===== config.mk =====
export PLATFORM = sky130hd
export DESIGN_NAME = tc_sequencer_flat
export DESIGN_NICKNAME = d
export VERILOG_FILES = /design/src/rtl/tc_sequencer_if.sv /design/src/rtl/tc_sequencer.sv /design/src/flat_wrapper.sv
export SDC_FILE = /design/constraint.sdc
export NUM_CORES = 1
export LEC_CHECK = 0
export ABC_AREA = 1
export CAP_MARGIN = 20
export CORE_ASPECT_RATIO = 0.9
export CORE_MARGIN = 8
export CORE_UTILIZATION = 30
export CTS_CLUSTER_DIAMETER = 200
export DETAILED_ROUTE_END_ITERATION = 8
export HOLD_SLACK_MARGIN = 0.03
export SYNTH_ARGS = -nofsm -noshare
export SYNTH_HDL_FRONTEND = slang
export SYNTH_SLANG_ARGS = --single-unit

===== constraint.sdc =====
create_clock -name clk_i -period 11.1 [get_ports clk_i]
set_clock_uncertainty 0.2 [all_clocks]
set_input_delay 1.11 -clock clk_i [delete_from_list [all_inputs] [get_ports clk_i]]
set_output_delay 1.11 -clock clk_i [all_outputs]
set_load 0.005 [all_outputs]

===== src/rtl/tc_sequencer_if.sv =====
// tc_sequencer_if: register write port of one TC timer plus its interrupt line.
//   tc_we_o   TC write enable
//   tc_add_o  TC register address [3:2]: 00 CTRL, 01 PRESET, 10 COUNT
//   tc_dat_o  TC write data
//   tc_irq_i  TC interrupt back to the driver
// master: the side that writes the TC (the sequencer); slave: the TC itself.
interface tc_sequencer_if;
  logic        tc_we_o;
  logic [1:0]  tc_add_o;
  logic [31:0] tc_dat_o;
  logic        tc_irq_i;

  modport master (output tc_we_o, output tc_add_o, output tc_dat_o, input tc_irq_i);
  modport slave  (input tc_we_o, input tc_add_o, input tc_dat_o, output tc_irq_i);
endinterface


===== src/rtl/tc_sequencer.sv =====
// tc_sequencer: runs a table of SLOTS one-shot countdowns on one TC timer, back to back.
// Each slot programs the TC (CTRL off, PRESET, CTRL arm), waits for its irq, then acks it
// and pulses tick_o. A zero entry ends the sequence; loop_i wraps after the last slot.
// Ports:
//   clk_i, rst_i         clock, synchronous active-high reset
//   cfg_we_i/idx_i/dat_i slot table write (allowed in any state)
//   start_i, stop_i      start from slot 0 (IDLE only), abort running sequence
//   loop_i               wrap from the last slot to slot 0 instead of finishing
//   busy_o, done_o       not IDLE; 1-cycle completion pulse (first IDLE cycle)
//   tick_o, err_o        expiry pulse during ACK; sticky WAIT-timeout flag
//   slot_o               current slot index
//   tc                   TC register write port and irq (master side)
module tc_sequencer #(
  parameter int unsigned SLOTS   = 4,
  parameter int unsigned IDXW    = 2,
  parameter logic [31:0] TIMEOUT = 32'hFFFF
) (
  input  logic            clk_i,
  input  logic            rst_i,
  input  logic            cfg_we_i,
  input  logic [IDXW-1:0] cfg_idx_i,
  input  logic [31:0]     cfg_dat_i,
  input  logic            start_i,
  input  logic            stop_i,
  input  logic            loop_i,
  output logic            busy_o,
  output logic            done_o,
  output logic            tick_o,
  output logic            err_o,
  output logic [IDXW-1:0] slot_o,
  tc_sequencer_if.master  tc
);

  typedef enum logic [2:0] {
    S_IDLE, S_LOAD, S_CTRL_OFF, S_PST, S_ARM, S_WAIT, S_ACK, S_ABORT
  } state_t;

  localparam logic [IDXW-1:0] LAST_SLOT = IDXW'(SLOTS - 1);
  localparam logic [31:0]     TO_LAST   = TIMEOUT - 32'd1;
  localparam logic [31:0]     CTRL_RUN  = 32'h9;  // IM_EN | MODE_0 | EN

  state_t      state;
  logic [31:0] slot_tab [SLOTS];
  logic [31:0] preset;
  logic [31:0] wait_cnt;

  always_ff @(posedge clk_i) begin
    if (rst_i) begin
      state    <= S_IDLE;
      slot_o   <= '0;
      done_o   <= 1'b0;
      err_o    <= 1'b0;
      preset   <= '0;
      wait_cnt <= '0;
      for (int unsigned i = 0; i < SLOTS; i++) slot_tab[i] <= '0;
    end else begin
      if (cfg_we_i) slot_tab[cfg_idx_i] <= cfg_dat_i;
      done_o <= 1'b0;
      // stop overrides every busy state's own transition, ABORT excepted
      if (stop_i && state != S_IDLE && state != S_ABORT) begin
        state <= S_ABORT;
      end else begin
        case (state)
          S_IDLE: begin
            if (start_i && !stop_i) begin
              state  <= S_LOAD;
              slot_o <= '0;
              err_o  <= 1'b0;
            end
          end
          S_LOAD: begin
            preset <= slot_tab[slot_o];
            if (slot_tab[slot_o] == '0) begin
              state  <= S_IDLE;
              done_o <= 1'b1;
            end else begin
              state <= S_CTRL_OFF;
            end
          end
          S_CTRL_OFF: state <= S_PST;
          S_PST:      state <= S_ARM;
          S_ARM: begin
            wait_cnt <= '0;
            state    <= S_WAIT;
          end
          S_WAIT: begin
            if (tc.tc_irq_i) begin
              state <= S_ACK;
            end else if (TIMEOUT != '0 && wait_cnt == TO_LAST) begin
              err_o <= 1'b1;
              state <= S_ABORT;
            end else begin
              wait_cnt <= wait_cnt + 32'd1;
            end
          end
          S_ACK: begin
            if (slot_o != LAST_SLOT) begin
              slot_o <= slot_o + 1'b1;
              state  <= S_LOAD;
            end else if (loop_i) begin
              slot_o <= '0;
              state  <= S_LOAD;
            end else begin
              done_o <= 1'b1;
              state  <= S_IDLE;
            end
          end
          S_ABORT: state <= S_IDLE;
          default: state <= S_IDLE;
        endcase
      end
    end
  end

  assign busy_o = (state != S_IDLE);
  // a stop in ACK turns it into an abort, so the tick is withheld in that cycle
  assign tick_o = (state == S_ACK) && !stop_i;

  always_comb begin
    tc.tc_we_o  = 1'b0;
    tc.tc_add_o = 2'b00;
    tc.tc_dat_o = '0;
    case (state)
      S_CTRL_OFF, S_ACK, S_ABORT: tc.tc_we_o = 1'b1;
      S_PST: begin
        tc.tc_we_o  = 1'b1;
        tc.tc_add_o = 2'b01;
        tc.tc_dat_o = preset;
      end
      S_ARM: begin
        tc.tc_we_o  = 1'b1;
        tc.tc_dat_o = CTRL_RUN;
      end
      default: ;
    endcase
  end

endmodule


===== src/flat_wrapper.sv =====
// flat-port wrapper written by rule: the top's interface ports become plain ports
module tc_sequencer_flat 
#(
  parameter int unsigned SLOTS   = 4,
  parameter int unsigned IDXW    = 2,
  parameter logic [31:0] TIMEOUT = 32'hFFFF
)
  (clk_i, rst_i, cfg_we_i, cfg_idx_i, cfg_dat_i, start_i, stop_i, loop_i, busy_o, done_o, tick_o, err_o, slot_o, tc_tc_we_o, tc_tc_add_o, tc_tc_dat_o, tc_tc_irq_i);
  tc_sequencer_if tc_i ();
  input  logic clk_i;
  input  logic rst_i;
  input  logic cfg_we_i;
  input  logic [IDXW-1:0] cfg_idx_i;
  input  logic [31:0] cfg_dat_i;
  input  logic start_i;
  input  logic stop_i;
  input  logic loop_i;
  output logic busy_o;
  output logic done_o;
  output logic tick_o;
  output logic err_o;
  output logic [IDXW-1:0] slot_o;
  output wire logic [$bits(tc_i.tc_we_o)-1:0] tc_tc_we_o;
  output wire logic [$bits(tc_i.tc_add_o)-1:0] tc_tc_add_o;
  output wire logic [$bits(tc_i.tc_dat_o)-1:0] tc_tc_dat_o;
  input wire logic [$bits(tc_i.tc_irq_i)-1:0] tc_tc_irq_i;
  assign tc_tc_we_o = tc_i.tc_we_o;
  assign tc_tc_add_o = tc_i.tc_add_o;
  assign tc_tc_dat_o = tc_i.tc_dat_o;
  assign tc_i.tc_irq_i = tc_tc_irq_i;
  tc_sequencer #(.SLOTS(SLOTS), .IDXW(IDXW), .TIMEOUT(TIMEOUT)) u_core (.clk_i(clk_i), .rst_i(rst_i), .cfg_we_i(cfg_we_i), .cfg_idx_i(cfg_idx_i), .cfg_dat_i(cfg_dat_i), .start_i(start_i), .stop_i(stop_i), .loop_i(loop_i), .busy_o(busy_o), .done_o(done_o), .tick_o(tick_o), .err_o(err_o), .slot_o(slot_o), .tc(tc_i));
endmodule

# [Word level (Yosys, flattened, before mapping)]
# Memory sizes are Yosys's and may differ from the RTL's. A register that Yosys moved wholly into a read port is not among the register bits.
# Index checks and enable logic that the tools add are counted.
[classes] n_eq_ne=17 n_reduce_logical=19 bitwise=1 add_sub_neg=2 n_mux=36
[ops] op="$pmux W32 S2" count=2
[ops] op="$mux W32" count=3
[ops] op="$add A32 B1 Y32 const B" count=1
[ops] op="$eq A32 B16 Y1 const B" count=1
[ops] op="$logic_not A32 Y1" count=1
[ops] op="$reduce_or A32 Y1" count=1
[ops] op="$pmux W3 S8" count=1
[ops] op="$mux W1" count=15
[ops] op="$mux W3" count=5
[ops] op="$mux W2" count=7
[ops] op="$eq A3 B3 Y1 const B" count=4
[ops] op="$reduce_and A4 Y1" count=2
[ops] op="$eq A3 B2 Y1 const B" count=2
[ops] op="$ne A2 B2 Y1 const B" count=3
[ops] op="$reduce_bool A2 Y1" count=3
[ops] op="$reduce_and A5 Y1" count=1
[ops] op="$reduce_or A5 Y1" count=1
[ops] op="$logic_and A1 B1 Y1" count=4
[ops] op="$ne A2 B1 Y1 const B" count=2
[ops] op="$ne A4 B2 Y1 const B" count=1
[ops] op="$pmux W1 S2" count=2
[ops] op="$pmux W2 S2" count=1
[ops] op="$reduce_and A2 Y1" count=2
[ops] op="$eq A3 B1 Y1 const B" count=1
[ops] op="9 further kinds" count=9
[word_totals] inputBits=41 reg_bits=71 output_inout_bits=41 ramBits=128 mem_count=1
[memory_table] name="u_core.slot_tab" depth=4 word_bits=32 read_ports=1 rd_ports_with_merged_regs=1 wr=4 line_no="tc_sequencer.sv:43" text="logic [31:0] slot_tab [SLOTS];"

# [Depth between registers and ports, before layout]
# Gate-level depths: netlist of the first run.
[logic_depth] ltp_word=7 depth_mapped=12 ltp_nobuf=11

# [Least setup slack after synthesis of the first run]
# OpenSTA, ideal clock, no wires.
[synth_timing] path_type="input to register" from="input port cfg_we_i" to="memory u_core.slot_tab[3][0], enable pin" stages=2 t_arrival_ps=3615 path_slack_ps=6815 path_cell_list="inv_1 o31ai_1"
[synth_lines] item="start, declared" line_no="flat_wrapper.sv:12" text="input logic cfg_we_i;"
[synth_lines] item="end, declared" line_no="tc_sequencer.sv:43"

# [Worst setup path after layout of the first run]
[layout_timing] from="register u_core.state[0]" to="output port tc_tc_dat_o[28]"
[layout_between] elab_chain_len=2
[layout_rtl] item="start, declared" line_no="tc_sequencer.sv:42" text="state_t state;"
[layout_rtl] item="start signal, assigned" line_no="tc_sequencer.sv:49" text="state <= S_IDLE;"
[layout_rtl] item="start signal, assigned" line_no="tc_sequencer.sv:61" text="state <= S_ABORT;"
[layout_rtl] item="start signal, assigned" line_no="tc_sequencer.sv:66" text="state <= S_LOAD;"
[layout_rtl] item="$eq A3 B3 Y1 or $eq A3 B2 Y1 (tied branches)" line_no="tc_sequencer.sv:123" text="case (state)"
[layout_rtl] item="$pmux W32 S2 *" line_no="tc_sequencer.sv:123"
[layout_rtl] item="end, declared" line_no="flat_wrapper.sv:25" text="output wire logic [$bits(tc_i.tc_dat_o)-1:0] tc_tc_dat_o;"
# Mark *: on every way between the ends. The rest lies on a longest branch, timed or not.

==> results.md, run 1 <==
* Synth cell types at 33
* R2R Setup Slk at just over 8 ns
* Synth Instances at roughly 1200
* Net count after synthesis at approximately 1300
* Final setup viols at 0
* CTS sink count at 201
* Final WL at roughly 25000 um
* DR vias at about 8000
* CP max FO at 31
* Slew @ Worst Pin at approximately 1.1 ns
* Asr flop ratio synth at 0%
* Gr ovfl total at 0
* Antenna violation net count after detailed routing at 0
* VDD IR max at around 0.00012 V
* Synthesized area at ~9700 sq um
* FF-to-FF End: u_core.state[1]$_SDFFE_PP0P_
* Top_reg_cell synth: edfxtp_1
* Area delta synth->final at 19.4%
* All-Layer GR Usage at approximately 13%
* Number of enable flip-flop cells after synthesis at approximately 130
* Rows at 62
* Top post-synthesis cells by count: 349 x nand2_1, 234 x nor2_1, 128 x edfxtp_1
* Die H at 186 um
* Max_slew headroom at about 29%
* Fillers at ~3300
* Footprint of the multi-input gates at roughly 3700 sq um
* Crit path kind: reg -> out
* Max-cap violations at 0
* Antenna diodes at 0
* Status: completed
* Initial Util at a little under a third
* CP endpoint kind: primary output
* Placer's final routability congestion estimate at 0.889
* H-tree levels at 1
* Fin. Hold Viols at 0
* WHS Endpoint: u_core.err_o$_SDFFE_PP0P_
* Min-delay worst type: reg -> reg
* HP Start: u_core.err_o$_SDFFE_PP0P_
* R2R cell count at 11
* Leakage at ~4.2 nW
* Cts hold-fix bufs at 0
* Post-synth top area cell: edfxtp_1
* Die area at 38300 sq um
* Post_cts resized at 0
* TritonRoute pass-1 iters at 5
* I/O pin count at 82
* Post-layout min period at 4.15 ns
* Final HPWL DP at approximately 17000 um
* Register area share after synthesis at around 55%
* Share of Yosys cell area claimed by the top area cell type at about two fifths
* Design Power at around 2 mW
* DRC viols at 0
* Final Cell Area at 11600 sq um
* First-pass GRT wire length at between 40000 and 50000 um
* Most frequent cell after synthesis: nand2_1
* Core Box Area at between 30000 and 40000 sq um
* Critical Path RT at 9.79 ns
* Via density at between 4 and 5
* Max Fclk at approximately 0.24 GHz
* YS warnings at 0
* Hold depth at 2
* Clk buf depth at 3
* Slew Viols, Final at 0
* Seq. cell area at roughly 5300 sq um
* Share of cells above drive strength 1 at 4.77%
* FF+latch count, synth at around 200
* Startpoint types: flip-flop
* Die width at about 210 um
* Setup_tns at 0 ns
* Clk Latency, worst-skew pair at roughly 0.53 ns
* CTS buffer count at 22
* Clk pin slew, worst setup/hold paths at ~0.050 ns
* Largest net degree at the start of global routing at 66
* Unrepaired setup endpoints after global routing: no
* # port buffers at 80
* Initial antenna violation count at 0
* Area post-placement at between 10000 and 15000 sq um
* Root Buffer: clkbuf_16
* Syn avg cell area at around 8.0 sq um
* CTS tree: yes
* Part of the cycle the worst path needs at between 30% and 40%
* Initial DRC count at 594
* PD cells at about 170 nW/um^2
* WL/cell at around 15 um
* Top cells by area, synth: edfxtp_1 40%, dfxtp_1 15%, nand2_1 14%
* Setup bufs post-CTS at 0
* Via count of the first global-routing pass at 7338
* Crit path arrival time at about 2.8 ns
* Final nets at around 1300
## final cells by class
| class | count | area share (%) |
|---|---|---|
| multi-input combinational | 850 | 32.2 |
| sequential | 201 | 45.9 |
| timing repair buffer | 94 | 8.01 |
| clock buffer | 32 | 5.27 |
| tap | 416 | 4.50 |
| clock inverter | 5 | 0.845 |
| inverter | 97 | 3.19 |
## stage by stage
stage | util [%] | instances | worst slack (ns) | hold WS [ns]
2_1_floorplan | - | 1212 | 6.81 | 0.242
3_3_place_gp | 33.9 | 1657 | 6.60 | 0.273
3_5_place_dp | 34.0 | 1658 | 6.57 | 0.278
4_1_cts | 36.2 | 1695 | 6.89 | 0.286
5_1_grt | 36.2 | 1695 | 6.68 | 0.333
6_report | 36.2 | 1695 | 6.95 | 0.274
## sequential cells by signal (all words and copies together) (netlist names), named ones only
name             count
u_core.err_o         1
u_core.preset       32
u_core.slot_tab    128
u_core.done_o        1
u_core.slot_o        2
u_core.state         3
u_core.wait_cnt     32
## worst max-delay path by stage
stage / start / to / slack (ns) / cells after the start
2_1_floorplan: cfg_we_i / u_core.slot_tab[3][0]$_DFFE_PP_ / 6.81 / 2
3_3_place_gp: rst_i / u_core.slot_tab[0][11]$_SDFFCE_PN0P_ / 6.60 / 10
3_5_place_dp: rst_i / u_core.slot_tab[0][10]$_SDFFCE_PN0P_ / 6.57 / 10
4_1_cts: u_core.state[0]$_SDFFE_PP0P_ / tc_tc_dat_o[28] / 6.89 / 5
5_1_grt: u_core.state[0]$_SDFFE_PP0P_ / tc_tc_dat_o[28] / 6.68 / 5
6_report: u_core.state[0]$_SDFFE_PP0P_ / tc_tc_dat_o[28] / 6.95 / 5
## power breakdown
part           leakage (nW)  internal [mW]  switching, mW  total [mW]
Combinational          1.98          0.118          0.266       0.384
Clock                 0.337          0.428          0.294       0.722
Sequential             1.84          0.866         0.0312       0.897
## per-layer routing
| metal | track usage [%] | share of wire (%) |
|---|---|---|
| met5 | 0 | 0 |
| met3 | 2.51 | 5.7 |
| met1 | 18.0 | 48 |
| met4 | 2.47 | 1.5 |
| met2 | 20.0 | 45 |
## worst max-delay path, stage by stage (launching register included)
cell and delay (ns):
dfxtp_1 0.39, inv_1 0.10, nor3_1 0.37, inv_1 0.51
nor2_1 0.39, clkdlybuf4s50_1 0.56
## layout by cell type (no fill, tap or decap), types with 2 or more instances in the layout
| cell | n |
|---|---|
| buf_4 | 13 |
| inv_2 | 5 |
| dfxtp_1 | 72 |
| nand2_1 | 349 |
| xor2_1 | 16 |
| clkbuf_16 | 23 |
| nor3_1 | 37 |
| clkdlybuf4s50_1 | 80 |
| a21oi_1 | 69 |
| nor2_4 | 2 |
| nor2_1 | 234 |
| nand4_1 | 3 |
| inv_4 | 2 |
| nor2_2 | 3 |
| bufinv_16 | 2 |
| clkbuf_1 | 9 |
| xnor2_1 | 10 |
| clkinv_1 | 2 |
| inv_1 | 90 |
| ha_1 | 3 |
| o21ai_0 | 36 |
| nand3_1 | 75 |
| edfxtp_1 | 128 |
## cells by family after synthesis
family / count (synthesis) / share of synthesized area, %
AOI/OAI and AO/OA: 109 / 5.70
xor gates and xnor gates: 26 / 2.35
adders and majority gates: 3 / 0.388
buffers and inverters: 161 / 6.95
DFF: 201 / 54.8
other: 1 / 0.0387
and+or+nand+nor: 711 / 29.8
No activity file was read; power rests on OpenSTA's default activity.
==> inputs of run 2 (changes only) <==
==> constraint.sdc (replaced) <==
create_clock -name clk_i -period 4.2 [get_ports clk_i]
set_clock_uncertainty 0.2 [all_clocks]
set_input_delay 0.42 -clock clk_i [delete_from_list [all_inputs] [get_ports clk_i]]
set_output_delay 0.42 -clock clk_i [all_outputs]
set_load 0.005 [all_outputs]
==> run 2 against run 1 <==
Effect of this change:
- clock power rose to 2.9 times the previous value
- critical path depth is 1 higher
- via count up 2.2%
- register-to-register slack got worse by 6.6 ns
- critical endpoint is now tc_tc_dat_o[26]
- largest power group unchanged
==> results.md, run 2 (same netlist as run 1, synthesis figures left out) <==
* CP max FO at 18
* HP Start: u_core.err_o$_SDFFE_PP0P_
* Share of cells above drive strength 1 at between 5 and 6%
* Initial DRC count at around 590
* CP dominant cell by count: inv_1
* DR vias at between 7000 and 8000
* Crit path kind: reg -> out
* Gr ovfl total at 0
* Status: completed
* Largest register FFs at between 100 and 150
* Setup bufs post-CTS at 0
* Crit path arrival time at between 2 and 3 ns
* Fillers at 3239
* Top reg by flops: u_core.slot_tab
* Cell Chain, Critical Path: inv_1 -> nor3_1 -> inv_1 -> buf_16 -> nor2_1 -> clkdlybuf4s50_1
* Post_cts resized at 0
* Clk buf depth at 3
* First-pass GRT wire length at between 40000 and 50000 um
* CTS sink count at roughly 200
* Max-cap violations at 0
* H-tree levels at 1
* Int Power at 3.87 mW
* Final setup viols at 0
* I/O pin count at 82
* Rows at 62
* Antenna violation net count after detailed routing at 0
* Max Fclk at approximately 0.31 GHz
* R2R Path Start: u_core.state[1]$_SDFFE_PP0P_
* CTS tree: yes
* WL/cell at approximately 15 um
* Via count of the first global-routing pass at between 7000 and 8000
* Clk pin slew, worst setup/hold paths at ~0.060 ns
* DRC viols at 0
* Hold depth at 2
* Biggest regs: u_core.slot_tab: 128 flops, u_core.preset: 32 flops, u_core.wait_cnt: 32 flops
* CP max-delay cell: clkdlybuf4s50_1
* Part of the cycle the worst path needs at between 70% and 80%
* Initial Util at between 30% and 40%
* Largest net degree at the start of global routing at 65
* Core Box Area at roughly 32000 sq um
* CP endpoint kind: primary output
* Placer's final routability congestion estimate at 0.897
* Slew @ Worst Pin at 0.918 ns
* Switching power share of the total at 29.6%
* Gate power share at a little under a fifth
* Startpoint types: flip-flop
* Critical Path RT at about 3.6 ns
* Initial antenna violation count at 0
* Die area at between 30000 and 40000 sq um
* # port buffers at 80
* Setup_tns at 0 ns
* Slew Viols, Final at 0
* Final core occ at 36.6%
* Die H at 186 um
* Cts hold-fix bufs at 0
* Hold Slack at around 0.28 ns
* Sequential power share at a little over two fifths
* Antenna diodes at 0
* Final nets at between 1000 and 1500
* FF-to-FF End: u_core.wait_cnt[21]$_SDFFE_PP0P_
* Max_slew headroom at 38.8%
* Most frequent cells in the layout: 349 x nand2_1, 234 x nor2_1, 128 x edfxtp_1, 90 x inv_1, 80 x clkdlybuf4s50_1
* Commonest non-fill, non-tap cell in the layout: nand2_1
* Clk Latency, worst-skew pair at about 0.54 ns
* Root Buffer: clkbuf_16
* P_sw at roughly 1.6 mW
* Power share of the clock group at about two fifths
* Die width at ~210 um
* WHS Endpoint: u_core.err_o$_SDFFE_PP0P_
* Fin. Hold Viols at 0
* Leakage at about 4.2 nW
* PD cells at between 400 and 500 nW/um^2
* Min-delay worst type: reg -> reg
* Max incr delay on CP at approximately 0.52 ns
* Via density at roughly 4.7
* All-Layer GR Usage at 13.2%
* VDD IR max at around 0.00026 V
* R2R Setup Slk at ~1.6 ns
* Post-layout min period at roughly 3.2 ns
* TritonRoute pass-1 iters at 5
* R2R cell count at 10
* Area delta synth->final at 20.6%
* Final WL at around 26000 um
* CTS buffer count at 24
* Unrepaired setup endpoints after global routing: no
* Final HPWL DP at roughly 17000 um
==> run 2: changes by cell type in the layout (fill, tap and decap cells not counted) <==
cell	change
clkinv_1	+1
clkinv_2	+6
clkbuf_8	+1
clkinvlp_4	+1
clkbuf_16	+1
bufinv_16	+1
buf_4	+3
clkbuf_1	-4
==> run 2: stage by stage <==
| stage | instance area, sq um | worst slack [ns] | cells | total power [mW] |
|---|---|---|---|---|
| 2_1_floorplan | 9680 | 0.605 | 1212 | 3.11 |
| 3_3_place_gp | 10800 | 1.50 | 1660 | 3.42 |
| 3_5_place_dp | 10800 | 1.37 | 1660 | 3.44 |
| 4_1_cts | 11600 | 0.813 | 1704 | 5.54 |
| 5_1_grt | 11700 | 0.700 | 1705 | 5.78 |
| 6_report | 11700 | 1.00 | 1705 | 5.49 |
==> run 2: worst max-delay path by stage <==
stage	start	to	cells after the start
finish	u_core.state[0]$_SDFFE_PP0P_	tc_tc_dat_o[26]	6
global route	u_core.state[0]$_SDFFE_PP0P_	tc_tc_dat_o[24]	6
CTS	u_core.state[0]$_SDFFE_PP0P_	tc_tc_dat_o[24]	5
detailed placement	u_core.state[0]$_SDFFE_PP0P_	tc_tc_dat_o[24]	5
global placement	u_core.state[0]$_SDFFE_PP0P_	tc_tc_dat_o[15]	5
floorplan	cfg_we_i	u_core.slot_tab[3][0]$_DFFE_PP_	2
==> run 2: power groups by stage <==
stage               combinational (mW)  sequential, mW  clock, mW
detailed placement                1.02            2.41          0
finish                            1.03            2.37       2.09
global placement                  1.02            2.41          0
global route                      1.16            2.39       2.22
CTS                               1.03            2.37       2.14
floorplan                        0.722            2.39          0
==> run 2: layout make-up <==
cell class | instances | area (sq um) | share of cell area (%)
Clock buffer | 30 | 633 | 5.42
Clock inverter | 14 | 169 | 1.45
Inverter | 97 | 369 | 3.16
Multi-Input combinational cell | 850 | 3730 | 31.9
Sequential cell | 201 | 5310 | 45.5
Tap cell | 416 | 520 | 4.46
Timing Repair Buffer | 97 | 948 | 8.13
==> run 2: per-layer routing <==
metal  vias up  track usage [%]  wire (um)  part of all wire (%)
li1       4000                -          -                     -
met1      3677             18.1      11800                    46
met2       215             21.0      11700                    45
met3        45             2.56       1580                   6.2
met4         0             3.33        595                   2.3
met5         -                0          0                     0
==> run 2: critical path: cells and delay by family, from the launching register on <==
kind / cells / cell delay, ns
buf+inv: 4 / 1.20
flops: 1 / 0.38
simple gates: 2 / 0.46
==> inputs of run 3 (changes only) <==
==> constraint.sdc (replaced) <==
create_clock -name clk_i -period 3 [get_ports clk_i]
set_clock_uncertainty 0.2 [all_clocks]
set_input_delay 0.3 -clock clk_i [delete_from_list [all_inputs] [get_ports clk_i]]
set_output_delay 0.3 -clock clk_i [all_outputs]
set_load 0.005 [all_outputs]
==> run 3 against run 2 <==
Effect of this change:
- power increased by 41%
- cell count rose by 0.59%
- non-clock buffer count rose by 12
- sequential power is 40% higher
- clock power up 40%
- critical path type unchanged
- critical endpoint is now tc_tc_dat_o[13]
==> results.md, run 3 (same netlist as run 1, synthesis figures left out) <==
* Seq. cell area at 5310 sq um
* Slew Viols, Final at 0
* Initial Util at 30.4%
* Antenna diodes at 0
* Rows at 62
* Final setup viols at 0
* DR vias at just under 8000
* Min-delay worst type: in -> reg
* Largest net degree at the start of global routing at 65
* H-tree levels at 1
* Leakage at about 4.3 nW
* Clk Latency, worst-skew pair at 0.53 ns
* Commonest non-fill, non-tap cell in the layout: nand2_1
* Placed insts at around 1700
* # port buffers at 80
* Max Fclk at 0.367 GHz
* Die area at between 30000 and 40000 sq um
* Biggest regs: u_core.slot_tab: 128 flops, u_core.preset: 32 flops, u_core.wait_cnt: 32 flops
* Status: completed
* Final WL at 25900 um
* CTS tree: yes
* Cell Chain, Critical Path: inv_1 -> nor3_1 -> inv_2 -> buf_4 -> nor2_1 -> clkdlybuf4s50_1
* Fin cells at ~1700
* CP endpoint kind: primary output
* CP max FO at 13
* I/O pin count at about 80
* Die H at 186 um
* Clk buf depth at 3
* All-Layer GR Usage at approximately an eighth
* Cts hold-fix bufs at 0
* Top reg by flops: u_core.slot_tab
* R2R Path Start: u_core.state[1]$_SDFFE_PP0P_
* First-pass GRT wire length at ~40000 um
* Startpoint types: flip-flop
* Most frequent cells in the layout: 349 x nand2_1, 234 x nor2_1, 128 x edfxtp_1, 89 x inv_1, 80 x clkdlybuf4s50_1
* Via density at 4.62
* Slew @ Worst Pin at 0.973 ns
* VDD IR max at approximately 0.00040 V
* Setup_tns at 0 ns
* TritonRoute pass-1 iters at 5
* Post-layout min period at between 2 and 3 ns
* CP max-delay cell: clkdlybuf4s50_1
* Max incr delay on CP at roughly 0.52 ns
* Die width at 205 um
* CP top delay family: buffers and inverters
* Max_slew headroom at about a third
* Fillers at 3284
* Clk pin slew, worst setup/hold paths at ~0.060 ns
* Gr ovfl total at 0
* Unrepaired setup endpoints after global routing: no
* HP Start: loop_i
* Share of cells above drive strength 1 at 6.39%
* WP buf/inv at 4
* Initial DRC count at between 400 and 500
* Initial antenna violation count at 0
* Footprint of the multi-input gates at roughly 3700 sq um
* Via count of the first global-routing pass at 7631
* Root Buffer: clkbuf_16
* Critical Path Start: u_core.state[0]$_SDFFE_PP0P_
* DRC viols at 0
* CTS buffer count at 23
* Crit path arrival time at ~2.2 ns
* Core Box Area at ~32000 sq um
* WL/cell at around 15 um
* Critical Path RT at roughly 2.5 ns
* Crit path kind: reg -> out
* CTS sink count at between 200 and 250
* Placer's final routability congestion estimate at 0.909
* Antenna violation net count after detailed routing at 0
* Largest register FFs at approximately 130
* Max-cap violations at 0
* Fin. Hold Viols at 0
* Final HPWL DP at about 18000 um
* Final nets at between 1000 and 1500
* PD cells at 658 nW/um^2
* Area delta synth->final at 21.1%
* Part of the cycle the worst path needs at roughly 90%
-- run 3: repair_timing --
item,4_1_cts,5_1_grt
buffers inserted,0,2
endpoints found under the setup margin,14,14
resized for setup,1,0
-- run 3: routing by layer --
layer	GRT usage, %	vias up	wire [um]
met2	21.7	192	12000
li1	-	4018	-
met1	18.0	3680	12000
met4	2.23	0	314
met3	2.55	27	1560
met5	0	-	0
-- run 3: path summary, 6_finish.rpt --
check	endpoint	cells past startpoint	slack, ns
max	tc_tc_dat_o[13]	6	0.28
min	u_core.done_o$_SDFF_PP0_	4	0.28
max reg2reg	u_core.wait_cnt[4]$_SDFFE_PP0P_	10	0.57
min reg2reg	u_core.err_o$_SDFFE_PP0P_	2	0.29
-- run 3: power by group --
group	internal, mW	total [mW]	switching, mW	leakage [nW]
logic	0.464	1.47	1.00	2.04
clock network	1.76	2.93	1.16	0.376
registers	3.20	3.32	0.118	1.84
-- run 3: final cells by class --
cell class                 count  area share (%)
clock buffer                  27            5.04
clock inverter                15            1.61
inverter                      97            3.15
multi-input combinational    850            31.8
sequential                   201            45.3
tap                          416            4.44
timing repair buffer         109            8.69
-- run 3: worst reg2reg max path, stage by stage (launching register included) --
cell     delay (ns)
dfxtp_1        0.40
inv_2          0.09
nand2_2        0.14
nor2_4         0.07
inv_2          0.44
nor2_1         0.08
inv_1          0.13
nand3_4        0.23
inv_4          0.36
nand2_1        0.11
a21oi_1        0.13
-- run 3: per-stage QoR --
| step | hold WS (ns) | power (mW) | util [%] | setup slack [ns] | instance area (sq um) |
|---|---|---|---|---|---|
| after floorplan | 0.242 | 4.35 | - | 0.410 | 9690 |
| after detailed placement | 0.286 | 4.85 | 34.3 | 0.461 | 10900 |
| after global routing | 0.296 | 8.09 | 36.8 | 0.0866 | 11700 |
| after CTS | 0.277 | 7.79 | 36.7 | 0.0866 | 11700 |
| final | 0.282 | 7.72 | 36.8 | 0.276 | 11700 |
| after global placement | 0.282 | 4.83 | 34.3 | 0.393 | 10900 |
